--- config.mk ---
export PLATFORM = sky130hd
export DESIGN_NAME = pvr_vram_arb
export DESIGN_NICKNAME = d
export VERILOG_FILES = /design/src/rtl/pvr_vram_arb.sv
export SDC_FILE = /design/constraint.sdc
export NUM_CORES = 1
export LEC_CHECK = 0
export ABC_CLOCK_PERIOD_IN_PS = 3300
export CORE_AREA = 2 2 119 121
export CTS_BUF_LIST = sky130_fd_sc_hd__clkbuf_16
export DETAILED_ROUTE_END_ITERATION = 6
export DIE_AREA = 0 0 121 123
export DONT_BUFFER_PORTS = 1
export PLACE_DENSITY_LB_ADDON = 0.08
export SLEW_MARGIN = 20
export SYNTH_ARGS = -nofsm -noshare
export SYNTH_HDL_FRONTEND = slang
export SYNTH_SLANG_ARGS = --single-unit
--- constraint.sdc ---
create_clock -name clock -period 3.3 [get_ports clock]
set_input_delay 0.825 -clock clock [delete_from_list [all_inputs] [get_ports clock]]
set_output_delay 0.825 -clock clock [all_outputs]
set_load 0.05 [all_outputs]
--- src/rtl/pvr_vram_arb.sv ---
// pvr_vram_arb -- round-robin arbiter sharing the single PVR VRAM port between the
// render-side masters: RA/OL parser (req 0), ISP parameter fetch (req 1) and texture
// fetch (req 2). One access is granted per cycle. The VRAM strobes are registered, and
// read data is routed back to its requester through a tag pipe.
//
// Ports
//   clock, reset            system clock, synchronous active-high reset
//   req/req_wr/lock         per-requester request, write flag, burst lock hint
//   req_addr/req_wdata      packed per-requester address and write data slices
//   ack                     combinational grant (one-hot or zero)
//   rvalid/rdata            read return (one-hot valid, shared data = vram_din)
//   vram_busy               controller stall; no grant while high
//   vram_rd/vram_wr         registered strobes to the VRAM controller
//   vram_addr/vram_wdata    registered address / write data
//   vram_din                read data, valid RD_LAT cycles after vram_rd
//
// Build option: define PVR_ARB_LOCK_EN to let a locked requester keep the port for up
// to MAX_BURST consecutive grants. Without it, lock is ignored and arbitration is pure
// round-robin.
module pvr_vram_arb #(
  parameter int N_REQ     = 3,
  parameter int AW        = 24,
  parameter int DW        = 32,
  parameter int RD_LAT    = 1,
  parameter int MAX_BURST = 8
) (
  input  logic                  clock,
  input  logic                  reset,
  input  logic [N_REQ-1:0]      req,
  input  logic [N_REQ-1:0]      req_wr,
  input  logic [N_REQ*AW-1:0]   req_addr,
  input  logic [N_REQ*DW-1:0]   req_wdata,
  input  logic [N_REQ-1:0]      lock,
  output logic [N_REQ-1:0]      ack,
  output logic [N_REQ-1:0]      rvalid,
  output logic [DW-1:0]         rdata,
  input  logic                  vram_busy,
  output logic                  vram_rd,
  output logic                  vram_wr,
  output logic [AW-1:0]         vram_addr,
  output logic [DW-1:0]         vram_wdata,
  input  logic [DW-1:0]         vram_din
);

  localparam int IW = (N_REQ > 1) ? $clog2(N_REQ) : 1;

  logic [IW-1:0]             rr_last_q, rr_last_d;
  logic                      vram_rd_q, vram_rd_d;
  logic                      vram_wr_q, vram_wr_d;
  logic [AW-1:0]             vram_addr_q, vram_addr_d;
  logic [DW-1:0]             vram_wdata_q, vram_wdata_d;
  logic [IW-1:0]             vram_idx_q, vram_idx_d;
  logic [RD_LAT-1:0]         tag_v_q, tag_v_d;
  logic [RD_LAT-1:0][IW-1:0] tag_idx_q, tag_idx_d;

  logic          rr_found_s;
  logic [IW-1:0] rr_win_s;
  logic [IW-1:0] cand_s;
  int            cand_i;
  logic [IW-1:0] sel_s;
  logic          grant_s;

  // Round-robin search: first requester after rr_last, wrapping modulo N_REQ.
  always_comb begin
    rr_found_s = 1'b0;
    rr_win_s   = '0;
    cand_i     = 0;
    cand_s     = '0;
    for (int k = 1; k <= N_REQ; k++) begin
      cand_i = int'(rr_last_q) + k;
      if (cand_i >= N_REQ) begin
        cand_i = cand_i - N_REQ;
      end else begin
        cand_i = cand_i;
      end
      cand_s = IW'(cand_i);
      if (!rr_found_s && req[cand_s]) begin
        rr_found_s = 1'b1;
        rr_win_s   = cand_s;
      end else begin
        rr_found_s = rr_found_s;
      end
    end
  end

`ifdef PVR_ARB_LOCK_EN
  localparam int BW = $clog2(MAX_BURST + 1);
  logic [BW-1:0] burst_cnt_q, burst_cnt_d;
  logic          lock_hit_s;

  // Burst lock: the last winner keeps the port while it requests with lock set and
  // the burst budget is not exhausted; every other grant (or an idle cycle) restarts it.
  always_comb begin
    lock_hit_s = req[rr_last_q] && lock[rr_last_q] &&
                 (burst_cnt_q < BW'(MAX_BURST - 1));
    if (vram_busy) begin
      sel_s       = rr_win_s;
      burst_cnt_d = burst_cnt_q;
    end else if (lock_hit_s) begin
      sel_s       = rr_last_q;
      burst_cnt_d = burst_cnt_q + BW'(1);
    end else begin
      sel_s       = rr_win_s;
      burst_cnt_d = '0;
    end
    grant_s = !reset && !vram_busy && rr_found_s;
  end

  // Burst counter register.
  always_ff @(posedge clock) begin
    if (reset) begin
      burst_cnt_q <= '0;
    end else begin
      burst_cnt_q <= burst_cnt_d;
    end
  end
`else
  logic lock_unused_s;

  // Pure round-robin; the lock hint has no effect in this build.
  always_comb begin
    lock_unused_s = ^lock;
    sel_s         = rr_win_s;
    grant_s       = !reset && !vram_busy && rr_found_s;
  end
`endif

  // Grant decode and next-state for the VRAM port registers and tag pipe.
  always_comb begin
    ack          = '0;
    rr_last_d    = rr_last_q;
    vram_rd_d    = 1'b0;
    vram_wr_d    = 1'b0;
    vram_addr_d  = vram_addr_q;
    vram_wdata_d = vram_wdata_q;
    vram_idx_d   = vram_idx_q;
    if (grant_s) begin
      ack[sel_s]   = 1'b1;
      rr_last_d    = sel_s;
      vram_rd_d    = !req_wr[sel_s];
      vram_wr_d    = req_wr[sel_s];
      vram_addr_d  = req_addr[int'(sel_s)*AW +: AW];
      vram_wdata_d = req_wdata[int'(sel_s)*DW +: DW];
      vram_idx_d   = sel_s;
    end else begin
      ack = '0;
    end
    // Tag enters alongside the registered read strobe and shifts every cycle,
    // so stage RD_LAT-1 lines up with vram_din.
    tag_v_d      = tag_v_q;
    tag_idx_d    = tag_idx_q;
    tag_v_d[0]   = vram_rd_q;
    tag_idx_d[0] = vram_idx_q;
    for (int k = 1; k < RD_LAT; k++) begin
      tag_v_d[k]   = tag_v_q[k-1];
      tag_idx_d[k] = tag_idx_q[k-1];
    end
  end

  // Port, arbitration and tag pipe registers.
  always_ff @(posedge clock) begin
    if (reset) begin
      rr_last_q    <= IW'(N_REQ - 1);
      vram_rd_q    <= 1'b0;
      vram_wr_q    <= 1'b0;
      vram_addr_q  <= '0;
      vram_wdata_q <= '0;
      vram_idx_q   <= '0;
      tag_v_q      <= '0;
      tag_idx_q    <= '0;
    end else begin
      rr_last_q    <= rr_last_d;
      vram_rd_q    <= vram_rd_d;
      vram_wr_q    <= vram_wr_d;
      vram_addr_q  <= vram_addr_d;
      vram_wdata_q <= vram_wdata_d;
      vram_idx_q   <= vram_idx_d;
      tag_v_q      <= tag_v_d;
      tag_idx_q    <= tag_idx_d;
    end
  end

  // Read return decode from the last tag stage.
  always_comb begin
    rvalid = '0;
    if (tag_v_q[RD_LAT-1]) begin
      rvalid[tag_idx_q[RD_LAT-1]] = 1'b1;
    end else begin
      rvalid = '0;
    end
  end

  assign rdata      = vram_din;
  assign vram_rd    = vram_rd_q;
  assign vram_wr    = vram_wr_q;
  assign vram_addr  = vram_addr_q;
  assign vram_wdata = vram_wdata_q;

endmodule

== Yosys cells after proc, flatten, opt, wreduce, memory -nomap -nowiden ==
Cells that the tools add are included.
Word-level totals
  ROM bits: 0
  bits in writable memories: 0
  memories: 0
  bits in latches: 0
  bits in registers: 65
  word-level logic and storage cells: 63
  input port bits: 212
  output and inout bits: 96
Cells by class
  $add $sub $neg: 6
  shift operators: 2
  magnitude comparators: 10
  mux-type cells: 23
  bitwise operators: 1
  multiply operators: 1
  divide/modulo/power cells: 0
  equality and inequality tests: 0
  reductions and logical operators: 12
Operators by type and width (number)
  variable part select 96 x 8 -> 32 bit: 1
  variable part select 72 x 8 -> 24 bit: 1
  less-than comparator 2 x 3 -> 1 bit, second input constant: 5
  2-to-1 mux 2 bit: 6
  greater-or-equal comparator 3 x 2 -> 1 bit, second input constant: 3
  2-to-1 mux 1 bit: 9
  binary-select mux 1 bit (select 2 bit): 4
  adder 2 x 2 -> 3 bit, second input constant: 2
  logical AND 1 bit: 6
  2-to-1 mux 3 bit: 2
  subtractor 2 bit, second input constant: 3
  logical NOT 1 bit: 5
  demux 1 bit (select 2 bit): 2
  greater-or-equal comparator 2 x 1 -> 1 bit, second input constant: 2
  multiplier 2 x 2 -> 4 bit, second input constant: 1
  adder 2 x 1 -> 3 bit, second input constant: 1
  OR reduction 2 bit: 1
  inverter 1 bit: 1

== Logic depth before layout (Yosys ltp) ==
Gate-level depths: netlist of the first run.
  word-level depth: 17
  depth in mapped cells: 12
  depth with buffers taken out: 8

== Worst setup path before layout of the first run ==
Ideal clock, no wire load.
  path kind: input -> output
  start: input port req[1]
  end: output port ack[0]
  stages: 6
  arrival time: 3259 ps
  data required time: 2475 ps
  path buffers: 1
  setup slack: -784 ps
  path through: buf_6 > mux2_2 > a21oi_2 > o221ai_2 > and3_1 > nor4_1
On the way
  word-level cells in the longest chain between the ends: 14
  elaborated cells on any way between the ends: 23
  classes of those cells: order compare (2); mux (15); reduce/logical (6)
Ends and longest elaborated chain
  from (decl): line 29  | input logic [N_REQ-1:0] req,
  binary-select mux 1 bit (select 2 bit): line 77  | if (!rr_found_s && req[cand_s]) begin
  2-to-1 mux 1 bit (not written as such): line 77
  2-to-1 mux 1 bit: line 77
  logical NOT 1 bit: line 77
  logical AND 1 bit: line 77
  2-to-1 mux 1 bit: line 77
  logical NOT 1 bit: line 77
  logical AND 1 bit: line 77
  2-to-1 mux 2 bit: line 77
  less-than comparator 2 x 3 -> 1 bit (not written as such) / greater-or-equal comparator 2 x 1 -> 1 bit (equally long branches): line 138  | ack[sel_s] = 1'b1;
  logical AND 1 bit (not written as such): line 138
  2-to-1 mux 1 bit (not written as such): line 138
  demux 1 bit (select 2 bit): line 138
  2-to-1 mux 3 bit *: line 137  | if (grant_s) begin
  to (decl): line 34  | output logic [N_REQ-1:0] ack,
Every way passes the cells marked *; elsewhere a longest branch is shown, timed or not. The select of a mux whose other input is x is not followed.

== Final worst setup path of the first run ==
  start: register rr_last_q[0]
  end: output port ack[0]
On the way
  word-level cells in the longest chain between the ends: 17
  elaborated cells on any way between the ends: 35
  classes of those cells: add/sub (6); order compare (5); mux (18); reduce/logical (6)
Ends and longest elaborated chain
  from (decl): line 47  | logic [IW-1:0] rr_last_q, rr_last_d;
  from (signal assigned): line 163  | rr_last_q <= IW'(N_REQ - 1);
  from (signal assigned): line 172  | rr_last_q <= rr_last_d;
  adder 2 x 1 -> 3 bit: line 70  | cand_i = int'(rr_last_q) + k;
  greater-or-equal comparator 3 x 2 -> 1 bit / subtractor 2 bit (equally long branches): line 71, 72
  2-to-1 mux 2 bit: line 71  | if (cand_i >= N_REQ) begin
  binary-select mux 1 bit (select 2 bit): line 77
  2-to-1 mux 1 bit (not written as such): line 77
  2-to-1 mux 1 bit: line 77
  logical NOT 1 bit: line 77
  logical AND 1 bit: line 77
  2-to-1 mux 1 bit: line 77
  logical NOT 1 bit: line 77
  logical AND 1 bit: line 77
  2-to-1 mux 2 bit: line 77
  less-than comparator 2 x 3 -> 1 bit (not written as such) / greater-or-equal comparator 2 x 1 -> 1 bit (equally long branches): line 138
  logical AND 1 bit (not written as such): line 138
  2-to-1 mux 1 bit (not written as such): line 138
  demux 1 bit (select 2 bit): line 138
  2-to-1 mux 3 bit *: line 137
Marks and branches as above.

==> run metrics, run 1 <==
die width approximately 120 um; CTS tree built; WP data arrival 2.36 ns; clock sink total 64; GR Overflow Total 0; Area Growth Syn to Fin 7.599%; Worst-Skew Late Latency 0.34 ns; Setup WS pre-CTS 0.1187 ns; Synthesized Nets 759; Max Root-Sink Buffers 2; first-pass GRT wire length 19060 um; total power 6.384 mW; Core ar. approximately 14000 um^2; count of different cell masters after synthesis 45; GRT Total Usage 16.92%; final period utilization slightly below 100%; max frequency ~310 MHz; Leak Pwr 1.627 nW; number of diodes 0; cell depth of the worst hold path 1; worst setup margin 0.1103 ns; drt via density roughly 5.3; clock skew 0.003757 ns; Finish-stage setup viols 0; Hold Vio Cnt, Final 0; Max FO, Critical Path 7; io pins 308; CP max stage delay 0.37 ns; #FFs+latches synth 64; DRC 0; status completed; Worst Reg-to-Reg Cells 10; hold-fix buffers at CTS 0; cells after synthesis 543; Slew HR 36.69%; worst-case vdd ir drop 0.5537 mV; die area 14880 um^2; 1st-pass router iterations 4; Initial Util around 29%; Crit-path slowest cell mux2_2; Hold Path Class flip-flop to flip-flop; CTS root buffer clkbuf_16; Startpoint Class flip-flop; vias in the first global route 3331; WP depth 8; Nets 713; unrepaired setup endpoints after global routing false; Power Density between 1500 and 2000 nW/um^2; Crit. End Element output port; Die H 123 um; Core Rows 43; share of layout cells above drive strength 1 11.16%; CP Data Required Time around 2.5 ns; pin count of the biggest net entering global routing 116; H-tree levels 3; Tmin final 3.190 ns; crit-path cells inv_2 -> ha_4 -> mux2_2 -> a21oi_4 -> o221ai_2 -> and3_4 -> nor4_4 -> buf_12; sequential fraction of the synthesis area 32.83%; critical path class flip-flop to output port; CP bufs+invs 2; Num CTS Buffers 9; PortBufs 0; cell area after synthesis 3902 um^2; DP HPWL around 9000 um; Slew Limit Fails 0; Routed Antenna Nets 0; max cap viols 0; Least-Margin Pin Slew 0.9461 ns; via count 3627; DRT iter0 DRCs 141; crit-path leading delay family simple AND/OR/NAND/NOR gates; placer congestion estimate 0.7785; Reg clk slew, reported paths roughly 0.050 ns; synth warn 0; initial antenna violation count 0; final WL 13520 um; Post-Syn Area per Cell 7.187 um^2; mean routed wirelength per cell 19.83 um
==> worst paths after layout <==
| check | start | endpoint | slack [ns] |
|---|---|---|---|
| setup reg to reg | rr_last_q[1]$_SDFFE_PP1P_ | vram_wdata[29]$_SDFFE_PP0P_ | 0.58 |
| hold / removal | tag_idx_d[1]$_SDFFE_PP0P_ | tag_idx_q[1]$_SDFF_PP0_ | 0.46 |
| setup / recovery | rr_last_q[0]$_SDFFE_PP0P_ | ack[0] | 0.11 |
| hold reg to reg | tag_idx_d[1]$_SDFFE_PP0P_ | tag_idx_q[1]$_SDFF_PP0_ | 0.46 |
==> flip-flops by register name, indices dropped and copies added (netlist names) <==
register    count
tag_idx_d       1
tag_v_q         1
vram_wr         1
vram_rd         1
rr_last_q       2
tag_idx_q       2
vram_addr      24
vram_wdata     32
==> worst reg2reg max path, cell delays in order (launching register included) <==
cell and delay, ns:
dfxtp_4 0.37, inv_1 0.08, ha_4 0.27, buf_4 0.16
nor3b_4 0.27, a21oi_4 0.06, a41oi_2 0.22, buf_4 0.19
and2b_4 0.61, o21ai_0 0.26, o21ai_1 0.16
==> cells in the mapped netlist (all sizes together) <==
cell type	instances	area [um^2]
o21ai	174	874.6
nand2	116	435.4
dfxtp	64	1281
buf	62	463.0
and3	58	362.9
clkbuf	15	57.55
a21oi	7	38.79
nor2	6	27.52
ha	4	50.05
inv	3	11.26
nor2b	3	18.77
nor3	3	15.01
nor3b	3	32.53
a31oi	2	12.51
mux2	2	26.27
nand3	2	15.01
a21bo	1	10.01
a21o	1	7.510
a22oi	1	7.510
a311oi	1	8.760
a41oi	1	16.27
and2b	1	10.01
and3b	1	8.760
and4b	1	10.01
and4bb	1	12.51
mux2i	1	10.01
nand2b	1	6.260
nand3b	1	7.510
nor4	1	6.260
o211ai	1	7.510
o21ba	1	10.01
o221ai	1	15.01
o22ai	1	12.51
o31ai	1	7.510
or2	1	6.260
==> per-layer routing <==
| metal | vias to the layer above | track usage, % | wire length [um] |
|---|---|---|---|
| met2 | 173 | 29.99 | 6819 |
| met5 | - | 0 | 0 |
| met4 | 0 | 8.212 | 330 |
| met3 | 31 | 4.105 | 1034 |
| met1 | 1664 | 19.01 | 5337 |
| li1 | 1759 | - | - |
==> logic make-up after synthesis <==
| logic type | share of synthesized area, % |
|---|---|
| mux | 0.9297 |
| flops | 32.83 |
| fa+ha+maj | 1.283 |
| compound gates | 26.35 |
| buf+inv | 13.63 |
| simple gates | 24.98 |
==> per-stage QoR <==
stage                     util (%)  setup TNS [ns]  hold slack (ns)  cell area, um^2  std cells
after floorplan                  -        -0.04947           0.4442             3929        543
after global placement       28.08               0           0.4553             3822        660
after detailed placement     28.08               0           0.4543             3822        660
after CTS                    30.43               0           0.4628             4143        676
after global routing         30.85               0           0.4891             4199        682
final                        30.85               0           0.4608             4199        682
==> cell usage in the layout (no fill, tap or decap), types with 3 or more instances in the layout <==
cell type | netlist | layout
a21oi_1 | 6 | 6
nor2b_1 | 3 | 3
dfxtp_1 | 64 | 63
clkbuf_16 | 0 | 9
inv_1 | 3 | 3
and3_1 | 58 | 57
o21ai_0 | 114 | 113
buf_12 | 0 | 5
o21ai_1 | 59 | 60
nor2_1 | 4 | 4
buf_4 | 36 | 14
nand2_1 | 116 | 116
clkinv_1 | 0 | 4
==> report_power, final <==
group          internal [mW]  switching [mW]  total (mW)  leakage, nW
registers               1.15            1.49        2.65        0.527
logic                   1.10            1.72        2.82        0.959
clock network          0.570           0.349       0.918        0.141
total                   2.82            3.56        6.38         1.63
==> cell type report <==
class                   count  area (um^2)
clock buffers               9        225.2
clock inverters             7        53.80
fillers                  1520         9413
inverters                   3        11.26
multi-input cells         399         2188
flip-flops and latches     64         1285
well taps                 180        225.2
repair buffers             20        210.2
==> timing repair <==
item,4_1_cts,5_1_grt
setup buffers,0,6
setup endpoints to repair,3,1
gates resized for setup,10,5
pin swaps,1,5
endpoints found under the hold margin,0,0
Power figures use the tool's default switching activity.
==> run 2, diff against run 1 <==
Settings changed: SLEW_MARGIN 20 to 25.
==> results of run 2 <==
Final layout, timing and power as in run 1 (identical DEF).
==> run 3, diff against run 2 <==
Settings changed: ABC_CLOCK_PERIOD_IN_PS 3300 to 2550.
Clock period 3.3 ns to 2.55 ns, I/O delays scaled along.
==> run 3 against run 2 <==
Highest routed layer unchanged; critical path type unchanged; largest power group unchanged; the flow now finishes with violations (setup timing); global-route usage increased by 0.19 points; non-clock buffer count increased by 18; flip-flop and latch count unchanged; clock power increased by 41%; sequential share of layout area decreased by 1.9 points; sequential power increased by 29%; die area unchanged.
==> run metrics, run 3 (same netlist as run 1, synthesis figures left out) <==
1st-pass router iterations 5 (+1); Reg2Reg Launch Point rr_last_q[0]$_SDFFE_PP0P_; commonest non-fill, non-tap cell in the layout nand2_1; io pins 308 (unchanged); Startpoint Class flip-flop; Crit. End Element output port; Nets 734 (+2.9%); crit path from rr_last_q[0]$_SDFFE_PP0P_; Core Rows 43 (unchanged); Worst-Skew Late Latency 0.33 ns (about the same); Least-Margin Pin Slew 0.6015 ns (-0.3447 ns); final period utilization 113.3%; Reg clk slew, reported paths 0.06 ns (about the same); Tmin final 2.889 ns; Max Root-Sink Buffers 2 (unchanged); Finish-stage setup viols 3 (+3); die area 14880 um^2 (unchanged); CTS tree built; Num CTS Buffers 9 (unchanged); die width 121 um (unchanged); Slew Limit Fails 0 (unchanged); CP Data Required Time 1.91 ns (-0.56 ns); worst-case vdd ir drop 0.5519 mV (-0.31%); WP data arrival 2.25 ns (-0.11 ns); Core Util, Final 32.89% (+2.0 points); Leak Pwr 1.757 nW (+8.0%); Slew HR 59.85% (+23 points); Routed Antenna Nets 0 (unchanged); max frequency 346.2 MHz; mean routed wirelength per cell 19.98 um (+0.79%); Initial Util 28.67% (unchanged); GR Overflow Total 0 (unchanged); DRT iter0 DRCs 117 (-17%); share of layout cells above drive strength 1 16.83% (+5.7 points); Hold Vio Cnt, Final 0 (unchanged); Cell Area, Placed 4041 um^2 (+5.7%); DRC 0 (unchanged); Crit-path slowest cell dfxtp_4; Power Density 1935 nW/um^2 (+27%); Total Neg Setup Slack -0.9605 ns (-0.9605 ns); Die H 123 um (unchanged); pin count of the biggest net entering global routing 72 (-38%); initial antenna violation count 1 (+1); reg-to-reg critical path endpoint vram_wdata[7]$_SDFFE_PP0P_; final WL 14070 um (+4.0%); drt via density 5.256 (-1.2%); crit path to ack[0]; Design Area, Final 4477 um^2 (+6.6%); first-pass GRT wire length 19410 um (+1.8%); slack of the worst reg-to-reg path 0.18 ns (-0.40 ns); final std cells w/o fill 704 (+3.2%); dpl cells 680 (+3.0%); hold-fix buffers at CTS 0 (unchanged); H-tree levels 3 (unchanged); via count 3700 (+2.0%); cell depth of the worst hold path 1 (unchanged); Core ar. 13610 um^2 (unchanged); Area Growth Syn to Fin 14.72%; failing checks setup timing; unrepaired setup endpoints after global routing true; crit-path cells inv_6 -> ha_4 -> buf_6 -> nor3b_4 -> a21oi_4 -> o221ai_2 -> and3_4 -> nor4_4 -> buf_12; max cap viols 0 (unchanged); most frequent cells in the layout 116 x nand2_1, 114 x o21ai_0, 62 x dfxtp_1; CP max stage delay 0.37 ns (about the same); critical path class flip-flop to output port; vias in the first global route 3577 (+7.4%); DP HPWL 9564 um (+3.2%); worst setup margin -0.3388 ns (-0.4491 ns); Hold Path Class input pin to flip-flop; clock skew 0.006926 ns (+0.003169 ns); placer congestion estimate 0.8177 (+5.0%); Worst Reg-to-Reg Cells 10 (unchanged); GRT Total Usage 17.11% (+0.19 points); clock sink total 64 (unchanged); PortBufs 0 (unchanged); Max FO, Critical Path 7 (unchanged); total power 8.662 mW (+36%); status complete, but fails checks; max reg flops 32 (unchanged); CTS root buffer clkbuf_16
-- run 3: changes by cell type in the layout (fill, tap and decap cells not counted), moves of 2 or more --
cell	previous run	this run
inv_1	3	1
and2b_4	1	4
buf_6	0	2
a21oi_2	0	2
o21ai_1	60	58
buf_4	14	29
clkinv_1	4	2
a21oi_1	6	4
-- run 3: worst max-delay path: cells and delay by family, from the launching register on --
kind / cells / cell delay (ns)
simple gates: 3 / 0.59
flops: 1 / 0.37
buf+inv: 3 / 0.37
fa+ha+maj: 1 / 0.31
compound gates: 2 / 0.28
-- run 3: power by group --
group	total, mW	switching [mW]	internal [mW]
Clock	1.29	0.445	0.846
Sequential	3.43	1.94	1.49
Combinational	3.94	2.30	1.64
-- run 3: what timing repair did --
action                     CTS  global route
cloned                       1             2
pin swaps                    7             0
setup endpoints to repair   61            61
buffers inserted             4             0
gates resized for setup     16             5
-- run 3: how the worst min path moves through the flow --
| stage | startpoint | end | slack [ns] |
|---|---|---|---|
| 5_1_grt | reset | tag_v_q$_SDFF_PP0_ | 0.36 |
| 4_1_cts | reset | tag_idx_q[0]$_SDFF_PP0_ | 0.35 |
| 6_report | reset | tag_idx_q[0]$_SDFF_PP0_ | 0.37 |
| 2_1_floorplan | tag_idx_d[1]$_SDFFE_PP0P_ | tag_idx_q[1]$_SDFF_PP0_ | 0.44 |
| 3_3_place_gp | tag_idx_d[1]$_SDFFE_PP0P_ | tag_idx_q[1]$_SDFF_PP0_ | 0.46 |
| 3_5_place_dp | tag_idx_d[1]$_SDFFE_PP0P_ | tag_idx_q[1]$_SDFF_PP0_ | 0.46 |
-- run 3: cell type report --
class                   instances  area [um^2]
inverters                       3        16.27
repair buffers                 38        375.4
fillers                      1449         9135
flip-flops and latches         64         1286
well taps                     180        225.2
diodes                          1        2.502
multi-input cells             402         2260
clock inverters                 7        86.33
clock buffers                   9        225.2
-- run 3: layer usage --
layer / part of all wire, % / GRT usage (%)
met5: 0 / 0
met4: 2.5 / 6.541
met3: 8.0 / 5.028
met2: 54 / 32.41
met1: 36 / 17.70
-- run 3: through the flow --
step                      worst slack [ns]  hold WS, ns
after floorplan                    -0.2803       0.4442
after global placement            -0.05205       0.4562
after detailed placement           -0.1113       0.4643
after CTS                          -0.3692       0.3499
after global routing               -0.4298       0.3552
final                              -0.3388       0.3720
